File: src/rtl/arb_pkg.sv
// -----------------------------------------------------------------------------
// arb_pkg
// Shared definitions for the arbiter requester block.
// Contents:
//   DEF_DATA_W / DEF_DEPTH / DEF_TIMEOUT : default parameter values
//   arb_state_e                          : requester FSM state encoding
// -----------------------------------------------------------------------------
package arb_pkg;

    localparam int DEF_DATA_W  = 32;
    localparam int DEF_DEPTH   = 4;
    localparam int DEF_TIMEOUT = 16;

    typedef enum logic [1:0] {
        ST_IDLE = 2'd0,
        ST_REQ  = 2'd1,
        ST_XFER = 2'd2
    } arb_state_e;

endpackage

File: src/rtl/arb_req_fifo.sv
// -----------------------------------------------------------------------------
// arb_req_fifo
// Synchronous FIFO holding transactions waiting for an arbiter grant.
// Ports:
//   clk, rst_n        : clock, asynchronous active-low reset (control only)
//   push, push_data   : write request and payload (ignored when full)
//   pop               : read request (ignored when empty)
//   head_data         : oldest entry, valid while !empty
//   full, empty       : occupancy flags
//   count             : occupancy, 0..DEPTH
// DEPTH must be a power of two so the pointers wrap naturally.
// -----------------------------------------------------------------------------
module arb_req_fifo
    import arb_pkg::*;
#(
    parameter int DATA_W = DEF_DATA_W,
    parameter int DEPTH  = DEF_DEPTH
) (
    input  logic                       clk,
    input  logic                       rst_n,
    input  logic                       push,
    input  logic [DATA_W-1:0]          push_data,
    input  logic                       pop,
    output logic [DATA_W-1:0]          head_data,
    output logic                       full,
    output logic                       empty,
    output logic [$clog2(DEPTH):0]     count
);

    localparam int AW = $clog2(DEPTH);
    localparam int CW = AW + 1;

    logic [DATA_W-1:0] mem_q [DEPTH];
    logic [AW-1:0]     wr_ptr_q, wr_ptr_d;
    logic [AW-1:0]     rd_ptr_q, rd_ptr_d;
    logic [CW-1:0]     count_q, count_d;
    logic              push_ok;
    logic              pop_ok;

    assign full      = (count_q == CW'(DEPTH));
    assign empty     = (count_q == '0);
    assign push_ok   = push & ~full;
    assign pop_ok    = pop & ~empty;
    assign head_data = mem_q[rd_ptr_q];
    assign count     = count_q;

    always_comb begin
        wr_ptr_d = wr_ptr_q;
        rd_ptr_d = rd_ptr_q;
        count_d  = count_q;
        if (push_ok) begin
            wr_ptr_d = wr_ptr_q + AW'(1);
        end
        if (pop_ok) begin
            rd_ptr_d = rd_ptr_q + AW'(1);
        end
        // Simultaneous push and pop leave the occupancy unchanged.
        case ({push_ok, pop_ok})
            2'b10:   count_d = count_q + CW'(1);
            2'b01:   count_d = count_q - CW'(1);
            default: count_d = count_q;
        endcase
    end

    always_ff @(posedge clk or negedge rst_n) begin
        if (!rst_n) begin
            wr_ptr_q <= '0;
            rd_ptr_q <= '0;
            count_q  <= '0;
        end else begin
            wr_ptr_q <= wr_ptr_d;
            rd_ptr_q <= rd_ptr_d;
            count_q  <= count_d;
        end
    end

    // Payload storage carries no reset; emptiness is tracked by count_q.
    always_ff @(posedge clk) begin
        if (push_ok) begin
            mem_q[wr_ptr_q] <= push_data;
        end
    end

endmodule

File: src/rtl/arb_requester.sv
// -----------------------------------------------------------------------------
// arb_requester
// Queues local transactions and requests one port of a round-robin arbiter;
// each grant pulse moves the oldest queued transaction onto the shared bus as
// a single registered beat.
// Ports:
//   clk, rst_n            : clock, asynchronous active-low reset
//   in_valid/in_data      : producer offer; accepted when in_ready is high
//   in_ready              : FIFO not full
//   req                   : registered request line, high only in REQ state
//   grant                 : single-cycle grant pulse from the arbiter
//   bus_valid/bus_data    : one-cycle beat; bus_data holds between beats
//   pending               : FIFO occupancy
//   grant_err             : sticky, grant seen while not requesting
//   timeout_err           : sticky, request waited TIMEOUT cycles
// Build option:
//   ARB_REQ_TIMEOUT_EN    : when defined, adds the request wait counter that
//                           drives timeout_err; otherwise timeout_err is 0.
// -----------------------------------------------------------------------------
module arb_requester
    import arb_pkg::*;
#(
    parameter int DATA_W  = DEF_DATA_W,
    parameter int DEPTH   = DEF_DEPTH,
    parameter int TIMEOUT = DEF_TIMEOUT
) (
    input  logic                       clk,
    input  logic                       rst_n,
    input  logic                       in_valid,
    input  logic [DATA_W-1:0]          in_data,
    output logic                       in_ready,
    output logic                       req,
    input  logic                       grant,
    output logic                       bus_valid,
    output logic [DATA_W-1:0]          bus_data,
    output logic [$clog2(DEPTH):0]     pending,
    output logic                       grant_err,
    output logic                       timeout_err
);

    arb_state_e        state_q, state_d;
    logic              req_q, req_d;
    logic              bus_valid_q, bus_valid_d;
    logic [DATA_W-1:0] bus_data_q, bus_data_d;
    logic              grant_err_q, grant_err_d;
    logic              fifo_pop;
    logic              fifo_full;
    logic              fifo_empty;
    logic [DATA_W-1:0] fifo_head;

    arb_req_fifo #(
        .DATA_W (DATA_W),
        .DEPTH  (DEPTH)
    ) u_fifo (
        .clk       (clk),
        .rst_n     (rst_n),
        .push      (in_valid),
        .push_data (in_data),
        .pop       (fifo_pop),
        .head_data (fifo_head),
        .full      (fifo_full),
        .empty     (fifo_empty),
        .count     (pending)
    );

    assign in_ready  = ~fifo_full;
    assign req       = req_q;
    assign bus_valid = bus_valid_q;
    assign bus_data  = bus_data_q;
    assign grant_err = grant_err_q;

    always_comb begin
        state_d  = state_q;
        fifo_pop = 1'b0;
        // A grant outside REQ is never acted upon, only recorded.
        grant_err_d = grant_err_q | (grant & (state_q != ST_REQ));
        case (state_q)
            ST_IDLE: begin
                if (!fifo_empty) begin
                    state_d = ST_REQ;
                end
            end
            ST_REQ: begin
                if (grant) begin
                    state_d  = ST_XFER;
                    fifo_pop = 1'b1;
                end
            end
            ST_XFER: begin
                state_d = ST_IDLE;
            end
            default: begin
                state_d = ST_IDLE;
            end
        endcase
        // req is a flop copy of the next state so it lines up with state_q.
        req_d       = (state_d == ST_REQ);
        bus_valid_d = fifo_pop;
        bus_data_d  = fifo_pop ? fifo_head : bus_data_q;
    end

    always_ff @(posedge clk or negedge rst_n) begin
        if (!rst_n) begin
            state_q     <= ST_IDLE;
            req_q       <= 1'b0;
            bus_valid_q <= 1'b0;
            bus_data_q  <= '0;
            grant_err_q <= 1'b0;
        end else begin
            state_q     <= state_d;
            req_q       <= req_d;
            bus_valid_q <= bus_valid_d;
            bus_data_q  <= bus_data_d;
            grant_err_q <= grant_err_d;
        end
    end

`ifdef ARB_REQ_TIMEOUT_EN
    localparam int TW = $clog2(TIMEOUT + 1);

    logic [TW-1:0] wait_cnt_q, wait_cnt_d;
    logic          timeout_err_q, timeout_err_d;

    always_comb begin
        wait_cnt_d = wait_cnt_q;
        // Restart on each new request; saturate so the count never wraps.
        if ((state_q != ST_REQ) && (state_d == ST_REQ)) begin
            wait_cnt_d = '0;
        end else if ((state_q == ST_REQ) && (wait_cnt_q != TW'(TIMEOUT))) begin
            wait_cnt_d = wait_cnt_q + TW'(1);
        end
        timeout_err_d = timeout_err_q | (wait_cnt_d == TW'(TIMEOUT));
    end

    always_ff @(posedge clk or negedge rst_n) begin
        if (!rst_n) begin
            wait_cnt_q    <= '0;
            timeout_err_q <= 1'b0;
        end else begin
            wait_cnt_q    <= wait_cnt_d;
            timeout_err_q <= timeout_err_d;
        end
    end

    assign timeout_err = timeout_err_q;
`else
    assign timeout_err = 1'b0;
`endif

endmodule

File: config.mk
export PLATFORM = sky130hd
export DESIGN_NAME = arb_requester
export DESIGN_NICKNAME = d
export VERILOG_FILES = /design/src/rtl/arb_pkg.sv /design/src/rtl/arb_req_fifo.sv /design/src/rtl/arb_requester.sv
export SDC_FILE = /design/constraint.sdc
export NUM_CORES = 1
export LEC_CHECK = 0
export ABC_CLOCK_PERIOD_IN_PS = 2700
export CAP_MARGIN = 20
export CORE_MARGIN = 2
export CORE_UTILIZATION = 55
export DETAILED_ROUTE_END_ITERATION = 16
export GPL_TIMING_DRIVEN = 0
export PLACE_DENSITY = 0.78
export SLEW_MARGIN = 40
export SYNTH_ARGS = -nofsm -noshare
export SYNTH_HDL_FRONTEND = slang
export SYNTH_HIERARCHICAL = 1
export SYNTH_SLANG_ARGS = --single-unit
export TNS_END_PERCENT = 1
File: constraint.sdc
create_clock -name clk -period 2.7 [get_ports clk]
set_input_delay 0.27 -clock clk [delete_from_list [all_inputs] [get_ports clk]]
set_output_delay 0.27 -clock clk [all_outputs]
set_load 0.03 [all_outputs]
==> metrics.txt <==
core area 0.0119 sq mm; Post-synth EDFFs 128; area of the multi-input gates 0.00150 sq mm; Final Max Slew Viols 0; minimum clock period 2.06 ns; DR WL met3 413 um; # resized after CTS 0; most frequent CP cell xor2_1; Hold Path Class primary input to asynchronous set/reset pin; WL per Instance 20.3 um; global-route wire length before repair 17600 um; met2 wire length 5540 um; final core utilization 68.5%; transition time at the pin with the least slew margin 0.545 ns; sequential share of power 40.7%; gpl congestion 0.728; CTS H-tree depth 4; Post-Synthesis Net Count 330; gr ovfl total 0; CTS buffer count 17; DR DRC count 0; commonest cells in the netlist edfxtp_1, dfrtp_1, mux2_4, mux4_2, inv_1; status finished, final reports clean; Worst-Skew Late Latency 0.42 ns; Seq cells post-synth 172; sequential fraction of the synthesis area 74.6%; critical path, cell by cell and3b_1 > o31a_1 > ha_1 > inv_1 > fa_1 > xor2_1 > nor2_1 > xor2_1; Top Layer Used met4; Primary FF master, synth edfxtp_1; via count 3017; Design Area, Final 0.00813 sq mm; Critical Path AT 2.40 ns; switch share 30.0%; Starting Density 55.9%; CTS Sinks 172; Pwr Total 9.65 mW; Clk pwr share 23.3%; worst clock skew 0.00670 ns; layout cells sized above 1 26.3%; Leakage Power 2.95 nW; Die Area 0.0129 sq mm; yosys warns 6; largest net degree at the start of global routing 35; clock root buffer clkbuf_16; Avg Inst Size Synth 23.0 sq um; I/O Pins 76; share of the synthesized area in the top cell type 58.0%; hpwl dp 6570 um; delay-heaviest family, CP adder cells; Crit. End Element flop; nets@finish 425; Pwr per Cell Area 1190 mW/mm^2; P_sw 2.90 mW; P&R area growth vs syn 22.7%; diode count 0; Crit Path Category flop to flop; Die Y 114 um; Synth async-reset ratio 25.6%; Total Routing Usage GR 19.0%; Post-CTS Setup Bufs 0; Iter 0 DRT Violations 210; final hold viol count 0; register area 0.00494 sq mm; Filler Cell Count 762; startpoint types flop; Routed WL 11000 um; slew margin rel. 63.7%; Max VDD drop 530 uV; CP required 3.04 ns; max cap viols 0; Post-Syn Area 0.00663 sq mm; vias in the first global route 3186; dpl cell area 0.00758 sq mm; M1 WL 4840 um; Final setup viols 0; antenna violations before repair 0; Pre-antenna DRT Iters 4; IO buf count 74; crit share post-route 76.3%; CTS tree built; CP Buf/Inv Count 1; cell with the most instances after synthesis edfxtp_1; Comb pwr share 36.0%; post-synth cell types 30; RSZ-0062 raised after global routing no; post-synth top area cell edfxtp_1; row cnt 40; Vias/cell 5.56; post-route ant nets 0; Syn Inst Count 288; largest fanout on the critical path 5; die extent in x 114 um; r2r setup slk 0.64 ns; P_int 6.75 mW; Reg clk slew, reported paths 0.06 ns; FMAX 485 MHz; Max Root-Sink Buffers 2; CP max-delay cell dfrtp_1; synth top area cells edfxtp_1, dfrtp_1, mux4_2; Crit path largest cell delay 0.41 ns
==> layer usage <==
metal,global-route usage (%),up-vias
met2,29.9,69
met1,25.3,1593
li1,-,1337
met3,5.37,18
met4,8.13,0
met5,0,-
==> layout make-up <==
class / instances / share of cell area (%)
Buffer: 13 / 2.08
Tap cell: 147 / 2.26
Sequential cell: 172 / 60.8
Timing Repair Buffer: 76 / 9.45
Clock buffer: 21 / 5.42
Multi-Input combinational cell: 96 / 18.4
Clock inverter: 11 / 1.25
Inverter: 7 / 0.323
==> power groups by stage <==
stage               clock, mW  combinational [mW]  sequential [mW]
floorplan                   0                1.87             4.47
global placement            0                3.42             3.96
detailed placement          0                3.51             3.98
CTS                      2.29                3.53             3.94
global route             2.41                3.69             4.00
finish                   2.25                3.48             3.92
==> kinds of logic after synthesis <==
| family | count (synthesis) | share of synthesized area, % |
|---|---|---|
| xor+xnor | 6 | 0.793 |
| other cells | 1 | 0.0566 |
| flops | 172 | 74.6 |
| mux | 66 | 18.5 |
| simple gates | 13 | 1.34 |
| buf+inv | 20 | 2.95 |
| compound gates | 4 | 0.472 |
| fa+ha+maj | 6 | 1.25 |
==> layout by cell type (no fill, tap or decap), types with 2 or more instances in the layout <==
master           Yosys  final
clkinv_1             0      5
inv_1                7      7
buf_2                3      3
buf_6                2      2
clkbuf_1             1      5
mux2_2               4      4
a211oi_1             2      2
clkinv_2             0      3
mux4_1               4      4
buf_12               6      7
bufinv_16            0      2
mux4_2              28     28
buf_4                1      2
clkdlybuf4s50_1      0     73
mux2_4              29     29
edfxtp_1           128    128
dfrtp_1             44     44
xnor2_1              3      3
and3b_1              2      2
and2_4               0      4
clkbuf_16            0     17
xor2_1               3      3
ha_1                 5      5
==> state kept, by name, summed over array words and instances, names as in the netlist <==
register	cells
bus_valid	1
u_fifo/count	3
state_q	2
u_fifo/mem_q	128
u_fifo/rd_ptr_q	2
grant_err	1
u_fifo/wr_ptr_q	2
req	1
bus_data	32
==> final timing paths <==
path | from | endpoint | depth (start not counted)
worst max-delay path | state_q[1] | u_fifo/count[2] | 8
worst min-delay path | rst_n | bus_data[17] | 2
worst max register to register | state_q[1] | u_fifo/count[2] | 8
worst min register to register | grant_err | grant_err | 1
max in group asynchronous | rst_n | bus_data[10] | 3
min in group clk | grant_err | grant_err | 1
==> timing repair <==
| action | 4_1_cts | 5_1_grt |
|---|---|---|
| endpoints found under the hold margin | 44 | 0 |
| endpoints found under the setup margin | 0 | 0 |
| hold buffers | 1 | 0 |
==> stage by stage <==
step | cells | TNS, ns | hold WS [ns] | worst slack, ns
floorplan | 288 | 0 | -0.0256 | 0.520
global placement | 509 | -16.32 | 0.438 | -0.127
detailed placement | 510 | 0 | 0.128 | 0.263
CTS | 543 | 0 | 0.228 | 0.622
global route | 543 | 0 | 0.246 | 0.530
finish | 543 | 0 | 0.233 | 0.640
No activity file was read; power rests on OpenSTA's default activity.
